==> src/rtl/aluout_sequencer_pkg.sv <==
// Shared encodings for the ALUOut write sequencer: op classes, shifter commands and FSM states.
// The main control unit and the ALUOut source mux use the same constants.
package aluout_sequencer_pkg;

    localparam int unsigned DEF_SEL_W   = 3;
    localparam int unsigned DEF_SHAMT_W = 5;
    localparam int unsigned OP_W        = 3;
    localparam int unsigned SCTL_W      = 3;

    typedef enum logic [OP_W-1:0] {
        OP_ALU_AUX = 3'd0,
        OP_ALU     = 3'd1,
        OP_SHIFT   = 3'd2,
        OP_PASS_A  = 3'd3,
        OP_SLT     = 3'd4
    } op_class_e;

    typedef enum logic [SCTL_W-1:0] {
        SC_NOP  = 3'd0,
        SC_LOAD = 3'd1,
        SC_SLL  = 3'd2,
        SC_SRL  = 3'd3,
        SC_SRA  = 3'd4,
        SC_ROR  = 3'd5,
        SC_ROL  = 3'd6
    } shift_ctrl_e;

    typedef enum logic [2:0] {
        ST_IDLE    = 3'd0,
        ST_WRITE   = 3'd1,
        ST_SH_LOAD = 3'd2,
        ST_SH_EXEC = 3'd3,
        ST_DONE    = 3'd4
    } state_e;

    // Classes that write ALUOut directly without the shifter.
    function automatic logic is_alu_class(input logic [OP_W-1:0] c);
        return (c == OP_ALU_AUX) || (c == OP_ALU) || (c == OP_PASS_A) || (c == OP_SLT);
    endfunction

    function automatic logic is_shift_type(input logic [SCTL_W-1:0] t);
        return (t >= SC_SLL) && (t <= SC_ROL);
    endfunction

endpackage

==> src/rtl/aluout_exec_counter.sv <==
// Down-counter that times the shifter's busy cycles per shift command.
// Loads EXEC_CYCLES-1, decrements on request and flags zero.
module aluout_exec_counter #(
    parameter int unsigned EXEC_CYCLES = 1
) (
    input  logic clk,
    input  logic reset,
    input  logic load_i,
    input  logic dec_i,
    output logic zero_o
);

    localparam int unsigned CNT_W = (EXEC_CYCLES > 1) ? $clog2(EXEC_CYCLES) : 1;

    logic [CNT_W-1:0] cnt_q, cnt_d;

    always_comb begin
        cnt_d = cnt_q;
        if (load_i) begin
            cnt_d = CNT_W'(EXEC_CYCLES - 1);
        end else if (dec_i && (cnt_q != '0)) begin
            cnt_d = cnt_q - CNT_W'(1);
        end
    end

    always_ff @(posedge clk) begin
        if (reset) begin
            cnt_q <= '0;
        end else begin
            cnt_q <= cnt_d;
        end
    end

    assign zero_o = (cnt_q == '0);

endmodule

==> src/rtl/aluout_sequencer.sv <==
// Multicycle sequencer for ALUOut writes: one write per R-type/immediate op,
// routing shifts through the shifter load/exec steps first.
module aluout_sequencer
    import aluout_sequencer_pkg::*;
#(
    parameter int unsigned SEL_W       = DEF_SEL_W,
    parameter int unsigned SHAMT_W     = DEF_SHAMT_W,
    parameter int unsigned EXEC_CYCLES = 1
) (
    input  logic               clk,
    input  logic               reset,
    input  logic               start,
    input  logic [OP_W-1:0]    op_class,
    input  logic [SCTL_W-1:0]  shift_type,
    input  logic [SHAMT_W-1:0] shamt,
    output logic               busy,
    output logic               done,
    output logic               err,
    output logic [SEL_W-1:0]   aluout_sel,
    output logic               aluout_wr,
    output logic [SCTL_W-1:0]  shift_ctrl,
    output logic [SHAMT_W-1:0] shift_n
);

    state_e               state_q, state_d;
    logic [OP_W-1:0]      op_q;
    logic [SCTL_W-1:0]    st_q;
    logic [SHAMT_W-1:0]   shamt_q;
    logic                 start_alu_c;
    logic                 start_shift_c;
    logic                 accept_c;
    logic                 cnt_zero;

    assign start_alu_c   = start && is_alu_class(op_class);
    assign start_shift_c = start && (op_class == OP_SHIFT) && is_shift_type(shift_type);
    assign accept_c      = (state_q == ST_IDLE) && (start_alu_c || start_shift_c);

    aluout_exec_counter #(
        .EXEC_CYCLES (EXEC_CYCLES)
    ) u_exec_counter (
        .clk    (clk),
        .reset  (reset),
        .load_i (state_q == ST_SH_LOAD),
        .dec_i  (state_q == ST_SH_EXEC),
        .zero_o (cnt_zero)
    );

    // Operation latch: inputs are frozen for the whole operation once accepted.
    always_ff @(posedge clk) begin
        if (reset) begin
            op_q    <= '0;
            st_q    <= '0;
            shamt_q <= '0;
        end else if (accept_c) begin
            op_q    <= op_class;
            st_q    <= shift_type;
            shamt_q <= shamt;
        end
    end

    always_ff @(posedge clk) begin
        if (reset) begin
            state_q <= ST_IDLE;
        end else begin
            state_q <= state_d;
        end
    end

    always_comb begin
        state_d = state_q;
        case (state_q)
            ST_IDLE: begin
                if (start_alu_c) begin
                    state_d = ST_WRITE;
                end else if (start_shift_c) begin
                    state_d = ST_SH_LOAD;
                end
            end
            ST_SH_LOAD: state_d = (shamt_q == '0) ? ST_WRITE : ST_SH_EXEC;
            ST_SH_EXEC: if (cnt_zero) state_d = ST_WRITE;
            ST_WRITE:   state_d = ST_DONE;
            ST_DONE:    state_d = ST_IDLE;
            default:    state_d = ST_IDLE;
        endcase
    end

    // Outputs decode the registered state; err is the only input-dependent output.
    always_comb begin
        busy       = 1'b0;
        done       = 1'b0;
        aluout_wr  = 1'b0;
        aluout_sel = '0;
        shift_ctrl = SC_NOP;
        shift_n    = '0;
        case (state_q)
            ST_SH_LOAD: begin
                busy       = 1'b1;
                aluout_sel = SEL_W'(op_q);
                shift_ctrl = SC_LOAD;
            end
            ST_SH_EXEC: begin
                busy       = 1'b1;
                aluout_sel = SEL_W'(op_q);
                shift_ctrl = st_q;
                shift_n    = shamt_q;
            end
            ST_WRITE: begin
                busy       = 1'b1;
                aluout_sel = SEL_W'(op_q);
                aluout_wr  = 1'b1;
            end
            ST_DONE: begin
                busy       = 1'b1;
                aluout_sel = SEL_W'(op_q);
                done       = 1'b1;
            end
            default: begin
                busy = 1'b0;
            end
        endcase
        err = (state_q == ST_IDLE) && start && !reset && !(start_alu_c || start_shift_c);
    end

endmodule

==> config.mk <==
export PLATFORM = sky130hd
export DESIGN_NAME = aluout_sequencer
export DESIGN_NICKNAME = d
export VERILOG_FILES = /design/src/rtl/aluout_sequencer_pkg.sv /design/src/rtl/aluout_exec_counter.sv /design/src/rtl/aluout_sequencer.sv
export SDC_FILE = /design/constraint.sdc
export NUM_CORES = 1
export LEC_CHECK = 0
export ABC_CLOCK_PERIOD_IN_PS = 2600
export BUFFER_PORTS_ARGS = -buffer_cell sky130_fd_sc_hd__buf_2
export CAP_MARGIN = 20
export CORE_MARGIN = 5
export CORE_UTILIZATION = 54
export CTS_BUF_LIST = sky130_fd_sc_hd__clkbuf_8
export CTS_CLUSTER_DIAMETER = 50
export DETAILED_ROUTE_END_ITERATION = 7
export PLACE_DENSITY = 0.91
export SLEW_MARGIN = 20
export SYNTH_ARGS = -nofsm -noshare
export SYNTH_HDL_FRONTEND = slang
export SYNTH_SLANG_ARGS = --single-unit
==> constraint.sdc <==
create_clock -name clk -period 2.6 [get_ports clk]
set_input_delay 0.39 -clock clk [delete_from_list [all_inputs] [get_ports clk]]
set_output_delay 0.39 -clock clk [all_outputs]
set_load 0.02 [all_outputs]
==> summary.md, run 1 <==
| Metric | Value |
|---|---|
| Distinct cells, synth | 25 |
| Final setup violation count | 0 |
| Area of the die | 2450 um^2 |
| Largest net degree at the start of global routing | 28 |
| Drt via density | 5.46 |
| Fillers | 119 |
| R2r startpoint | state_q[0] |
| Via count | 732 |
| Die X-Extent | 49.5 um |
| Mapped Cells | 92 |
| CORE AREA | 1490 um^2 |
| R2R depth | 3 |
| Leak Pwr | 0.000469 uW |
| CTS root buffer | clkbuf_8 |
| Achievable Freq | 503 MHz |
| H-Tree Level Count | 1 |
| Final worst-path cycle share | 76.4% |
| Layout cells sized above 1 | 30.5% |
| Critical path type | reg2out |
| I/O Buffers | 28 |
| Min Tclk post-route | 1990 ps |
| CP startpoint kind | flip-flop |
| Setup TNS | 0 ps |
| Final wirelength | 1960 um |
| Hold_buf cts | 0 |
| Number of max-cap violations | 0 |
| Number of flops mapped to enable cells by yosys | 0 |
| Critical path data arrival time | 1600 ps |
| Outcome | complete, no violations |
| Nets@finish | 133 |
| R2R setup slack | 820 ps |
| Antenna Cells | 0 |
| Critical Path Fanout Max | 9 |
| Area of the mapped netlist | 841 um^2 |
| Avg Inst Size Synth | 9.14 um^2 |
| Clock sink count | 15 |
| Worst hold path depth | 3 |
| DP HPWL | 1360 um |
| Core Rows | 14 |
| ANT nets after route | 0 |
| Clock Path Buffers | 2 |
| Area share of the largest cell type after synthesis | 35.7% |
| Post-synth top flop | dfxtp_1 |
| Post-DP Area | 956 um^2 |
| First-pass GRT wire length | 3120 um |
| Post-CTS Setup Bufs | 0 |
| Pwr/cell area | 535 nW/um^2 |
| Clock Latency Late Sink | 240 ps |
| Design area | 1000 um^2 |
| CTS tree | done |
| Skew final | 1.47 ps |
| FF-to-FF End | st_q[2] |
| Synth area leaders | dfxtp_1 (36%), nand2b_1 (17%), mux2i_1 (12%) |
| Commonest cells post-synth | nand2b_1 (23), dfxtp_1 (15), mux2i_1 (10) |
| Tightest Pin Transition | 742 ps |
| Die height | 49.5 um |
| #FFs+latches synth | 15 |
| Yosys top cell by area | dfxtp_1 |
| DR iter-0 viols | 8 |
| Most frequent cell after synthesis | nand2b_1 |
| Nature of the critical path endpoint | output port |
| Num CTS Buffers | 3 |
| Slew Viols, Final | 0 |
| Peak VDD IR | 0.262 mV |
| Layout area overhead | 19.0% |
| CP Data Required Time | 2210 ps |
| DR WL/cell | 14.6 um |
| Mapped Nets | 106 |
| Yosys warns | 0 |
| Initial core utilization | 56.5% |
| Slew HR | 50.5% |
| Hold path startpoint | shamt[0] |
| Hold Path Sink | shamt_q[0] |
| Unrepaired setup endpoints after global routing | no |
| TritonRoute pass-1 iters | 4 |
| Ys async rst share | 0% |
| WHS | 405 ps |
| GRT Residual Overflow | 0 |
| Reg clk slew, reported paths | 60 ps |
| Total chip power | 536 uW |
| Sequential area share after synthesis | 35.7% |
| GPL Wtd Cong | 0.671 |
| Worst hold-check path type | in2reg |
| Final Hold Vio Count | 0 |
| Initial antenna violation count | 0 |
| DRC Markers | 0 |
| Tot GR Track Use | 16.4% |
| Gates resized, CTS repair | 0 |
| Ports | 29 |
| Vias in the first global route | 752 |
-- routing by layer --
metal,share of wire (%),up-vias,global-route usage [%]
met3,5.2,6,6.02
met4,2.4,0,10.0
met5,0,-,0
li1,-,362,-
met2,52,20,28.8
met1,41,344,16.1
-- cells by family (layout without fill, tap and decap cells) --
logic type	Yosys count	after routing	share of synthesized area, %
simple gates	50	50	38.1
flops	15	15	35.7
mux	10	10	11.9
buf+inv	9	35	6.70
compound gates	8	8	7.59
-- worst max-delay path: stages, from the launching register on --
cell and delay, ps:
dfxtp_1 390, or3_4 470, nor4b_1 280, buf_2 210
-- area by class of cell --
type	instances	area, um^2	area share (%)
inverters	3	11.3	1.13
well taps	16	20.0	2.00
repair buffers	28	140	14.0
multi-input cells	68	484	48.4
flip-flops and latches	15	300	30.0
clock buffers	3	41.3	4.13
clock inverters	1	3.75	0.375
-- cell usage in the layout, fill, tap and decap left out --
cell type  Yosys  layout
inv_1          3       4
nor3b_1        3       3
nor2b_1        1       1
and3b_1        1       1
clkbuf_8       0       3
or3_4          2       2
dfxtp_1       15      15
o21bai_1       1       1
nor4b_1        1       1
a221o_1        1       1
a21oi_2        2       2
nor3_1         1       1
nand2b_1      23      23
and3_1         3       3
buf_2          0      28
nor4_1         2       2
mux2i_1       10      10
nand2_1        2       2
o21ba_2        1       1
nand3_1        2       2
nor2_1         1       1
a21oi_1        1       1
o21ai_0        1       1
o2111ai_1      1       1
and2_1         8       8
-- power breakdown --
group	internal (uW)	switching (uW)	total (uW)	leakage, uW
clock	104	80.6	185	0.0000269
combinational	43.5	49.0	92.5	0.000320
sequential	246	12.1	258	0.000123
total	394	142	536	0.000469
-- registers in the layout, indices dropped and copies added (netlist names) --
| register | count |
|---|---|
| st_q | 3 |
| op_q | 3 |
| state_q | 3 |
| shamt_q | 5 |
| u_exec_counter.cnt_q | 1 |
-- stage by stage --
step / cells / setup slack [ps] / util (%)
final: 134 / 614 / 67.2
after global routing: 134 / 503 / 67.2
after CTS: 134 / 631 / 67.2
after detailed placement: 130 / 823 / 64.2
after global placement: 130 / 863 / 64.2
after floorplan: 92 / 528 / -
-- worst max path at each step --
stage                     endpoint  slack (ps)        start
after floorplan                err         530   state_q[0]
after global placement         err         860  op_class[0]
after detailed placement       err         820  op_class[0]
after CTS                      err         630   state_q[0]
after global routing           err         500   state_q[0]
final                          err         610   state_q[0]
Power figures use the tool's default switching activity.
==> run 2, diff against run 1 <==
--- a/config.mk
+++ b/config.mk
@@ -5,15 +5,15 @@
 export SDC_FILE = /design/constraint.sdc
 export NUM_CORES = 1
 export LEC_CHECK = 0
-export ABC_CLOCK_PERIOD_IN_PS = 2600
+export ABC_CLOCK_PERIOD_IN_PS = 1650
 export BUFFER_PORTS_ARGS = -buffer_cell sky130_fd_sc_hd__buf_2
 export CAP_MARGIN = 20
 export CORE_MARGIN = 5
-export CORE_UTILIZATION = 54
+export CORE_UTILIZATION = 46
 export CTS_BUF_LIST = sky130_fd_sc_hd__clkbuf_8
 export CTS_CLUSTER_DIAMETER = 50
 export DETAILED_ROUTE_END_ITERATION = 7
-export PLACE_DENSITY = 0.91
+export PLACE_DENSITY = 0.83
 export SLEW_MARGIN = 20
 export SYNTH_ARGS = -nofsm -noshare
 export SYNTH_HDL_FRONTEND = slang
==> constraint.sdc (replaced) <==
create_clock -name clk -period 1.65 [get_ports clk]
set_input_delay 0.2475 -clock clk [delete_from_list [all_inputs] [get_ports clk]]
set_output_delay 0.2475 -clock clk [all_outputs]
set_load 0.02 [all_outputs]
==> run 2 against run 1 <==
  * Wire length shrank 4.2%
  * Register-to-register slack lost 690 ps
  * Clock power grew 61%
  * Cell count grew 12%
  * Sequential share of layout area shrank 2.0 points
  * Sequential power grew 56%
  * Clock-buffer cell count is the same
==> summary.md, run 2 (synthesis results as in run 1) <==
| Metric | Value |
|---|---|
| Final setup violation count | 0 (unchanged) |
| Worst hold-check path type | in2reg |
| TritonRoute pass-1 iters | 4 (unchanged) |
| Layout cells sized above 1 | 38.4% (+7.9 points) |
| Commonest non-fill, non-tap cell in the layout | buf_2 |
| Core Rows | 15 (+1) |
| Comb power frac | 19.8% (+2.5 points) |
| Antenna Cells | 0 (unchanged) |
| Total area of sequential cells | 305 um^2 (+1.7%) |
| Number of max-cap violations | 0 (unchanged) |
| Ports | 29 (unchanged) |
| Total chip power | 873 uW (+63%) |
| DR iter-0 viols | 17 (+9) |
| First-pass GRT wire length | 3220 um (+3.3%) |
| Skew final | 1.96 ps (+0.486 ps) |
| Clock Path Buffers | 2 (unchanged) |
| Largest net degree at the start of global routing | 20 (-29%) |
| Via count | 736 (+0.55%) |
| Unrepaired setup endpoints after global routing | yes |
| Final worst-path cycle share | 99.9% |
| Peak VDD IR | 0.515 mV (+96%) |
| Internal | 641 uW (+63%) |
| Stages on worst setup path | 3 (unchanged) |
| Critical Path Fanout Max | 6 (-3) |
| Num CTS Buffers | 3 (unchanged) |
| Fillers | 158 (+33%) |
| CORE AREA | 1730 um^2 (+16%) |
| Critical path type | reg2out |
| I/O Buffers | 28 (unchanged) |
| R2R setup slack | 130 ps (-690 ps) |
| Slew Viols, Final | 0 (unchanged) |
| GRT Residual Overflow | 0 (unchanged) |
| Tot GR Track Use | 15.4% (-1.0 points) |
| Switching Fraction | 26.6% (+0.12 points) |
| GPL Wtd Cong | 0.761 (+13%) |
| Final Hold Vio Count | 0 (unchanged) |
| CP endpoint | err |
| CP Data Required Time | 1400 ps (-810 ps) |
| CP bufs+invs | 1 (unchanged) |
| Initial antenna violation count | 0 (unchanged) |
| Hold_buf cts | 0 (unchanged) |
| R2R depth | 5 (+2) |
| Fin util | 63.1% (-4.1 points) |
| Clock sink count | 15 (unchanged) |
| Initial core utilization | 48.7% (-7.8 points) |
| Clock Power Share | 34.0% (-0.5 points) |
| Layout area overhead | 29.6% |
| CP top delay family | simple AND/OR/NAND/NOR gates |
| Final wirelength | 1880 um (-4.2%) |
| Largest Register | shamt_q |
| Multi-input gate area | 500 um^2 (+3.4%) |
| Clock Latency Late Sink | 250 ps (about the same) |
| CP cell instances | or3_4 -> nor4b_4 -> buf_4 |
| Area of the die | 2780 um^2 (+14%) |
| Net Switching | 232 uW (+64%) |
| Slew HR | 76.1% (+26 points) |
| Pwr/cell area | 801 nW/um^2 (+50%) |
| CTS tree | done |
| Vias in the first global route | 760 (+1.1%) |
| CTS root buffer | clkbuf_8 |
| Die height | 52.8 um (+6.7%) |
| DRC Markers | 0 (unchanged) |
| Min Tclk post-route | 1650 ps |
| Critical path's largest stage delay | 400 ps (-70 ps) |
| Leak Pwr | 0.000510 uW (+8.8%) |
| CP startpoint kind | flip-flop |
| Nets@finish | 140 (+5.3%) |
| Crit-path slowest cell | or3_4 |
| DR WL/cell | 12.5 um (-14%) |
| H-Tree Level Count | 1 (unchanged) |
| Tightest Pin Transition | 358 ps (-384 ps) |
| Die X-Extent | 52.8 um (+6.7%) |
| R2r startpoint | state_q[1] |
| FF-to-FF End | st_q[1] |
| Reg power frac | 46.1% (-2.1 points) |
| Critical path data arrival time | 1400 ps (-200 ps) |
| WHS | 257 ps (-148 ps) |
| Crit path from | state_q[1] |
| Commonest non-fill, non-tap cells in the layout | buf_2 (27), nand2b_1 (23), dfxtp_1 (13) |
| Outcome | complete, no violations |
| Achievable Freq | 607 MHz |
| ANT nets after route | 0 (unchanged) |
| Nature of the critical path endpoint | output port |
| Largest register FFs | 5 (unchanged) |
| Reg clk slew, reported paths | 60 ps (about the same) |
| Drt via density | 4.91 (-10%) |
| DP HPWL | 1410 um (+3.8%) |
[run 2: worst reg2reg max path: cells and delay by family, from the launching register on]
kind / cells / cell delay (ps)
flops: 1 / 340
compound gates: 1 / 130
buf+inv: 2 / 370
simple gates: 1 / 400
mux: 1 / 210
[run 2: worst min path at each step]
| stage | from | end | slack (ps) | depth (start not counted) |
|---|---|---|---|---|
| after global placement | u_exec_counter.cnt_q | u_exec_counter.cnt_q | 430 | 2 |
| after detailed placement | u_exec_counter.cnt_q | u_exec_counter.cnt_q | 450 | 2 |
| final | shamt[0] | shamt_q[0] | 260 | 3 |
| after global routing | shamt[1] | shamt_q[1] | 270 | 3 |
| after CTS | shamt[0] | shamt_q[0] | 260 | 3 |
| after floorplan | shamt[0] | shamt_q[0] | 400 | 2 |
[run 2: power groups by stage]
stage | logic (uW) | registers, uW | clock network (uW)
finish | 173 | 402 | 297
global route | 188 | 405 | 332
CTS | 174 | 402 | 305
detailed placement | 166 | 412 | 0
global placement | 163 | 410 | 0
floorplan | 125 | 406 | 0
[run 2: layout make-up]
type                            instances  area share [%]
Multi-Input combinational cell         68            45.9
Sequential cell                        15            28.0
Timing Repair Buffer                   35            17.9
Clock buffer                            3            3.79
Tap cell                               25            2.87
Inverter                                3            1.03
Clock inverter                          1           0.459
[run 2: per-layer routing]
metal	track usage (%)	vias up	wire (um)
li1	-	375	-
met1	18.3	345	849
met2	27.1	14	939
met3	3.13	2	81
met4	5.11	0	10
met5	0	-	0
[run 2: what timing repair did]
item	4_1_cts	5_1_grt
endpoints found under the setup margin	1	7
gates resized for setup	3	3
pin swaps	2	1
setup buffers	2	0
[run 2: through the flow]
stage | worst slack, ps | cell area (um^2) | cells | TNS, ps
6_report | 1.35 | 1090 | 150 | 0
2_1_floorplan | 107 | 856 | 92 | 0
5_1_grt | -36.8 | 1090 | 150 | -36.8
3_3_place_gp | 172 | 1020 | 144 | 0
4_1_cts | -21.5 | 1090 | 150 | -21.5
3_5_place_dp | 144 | 1020 | 144 | 0
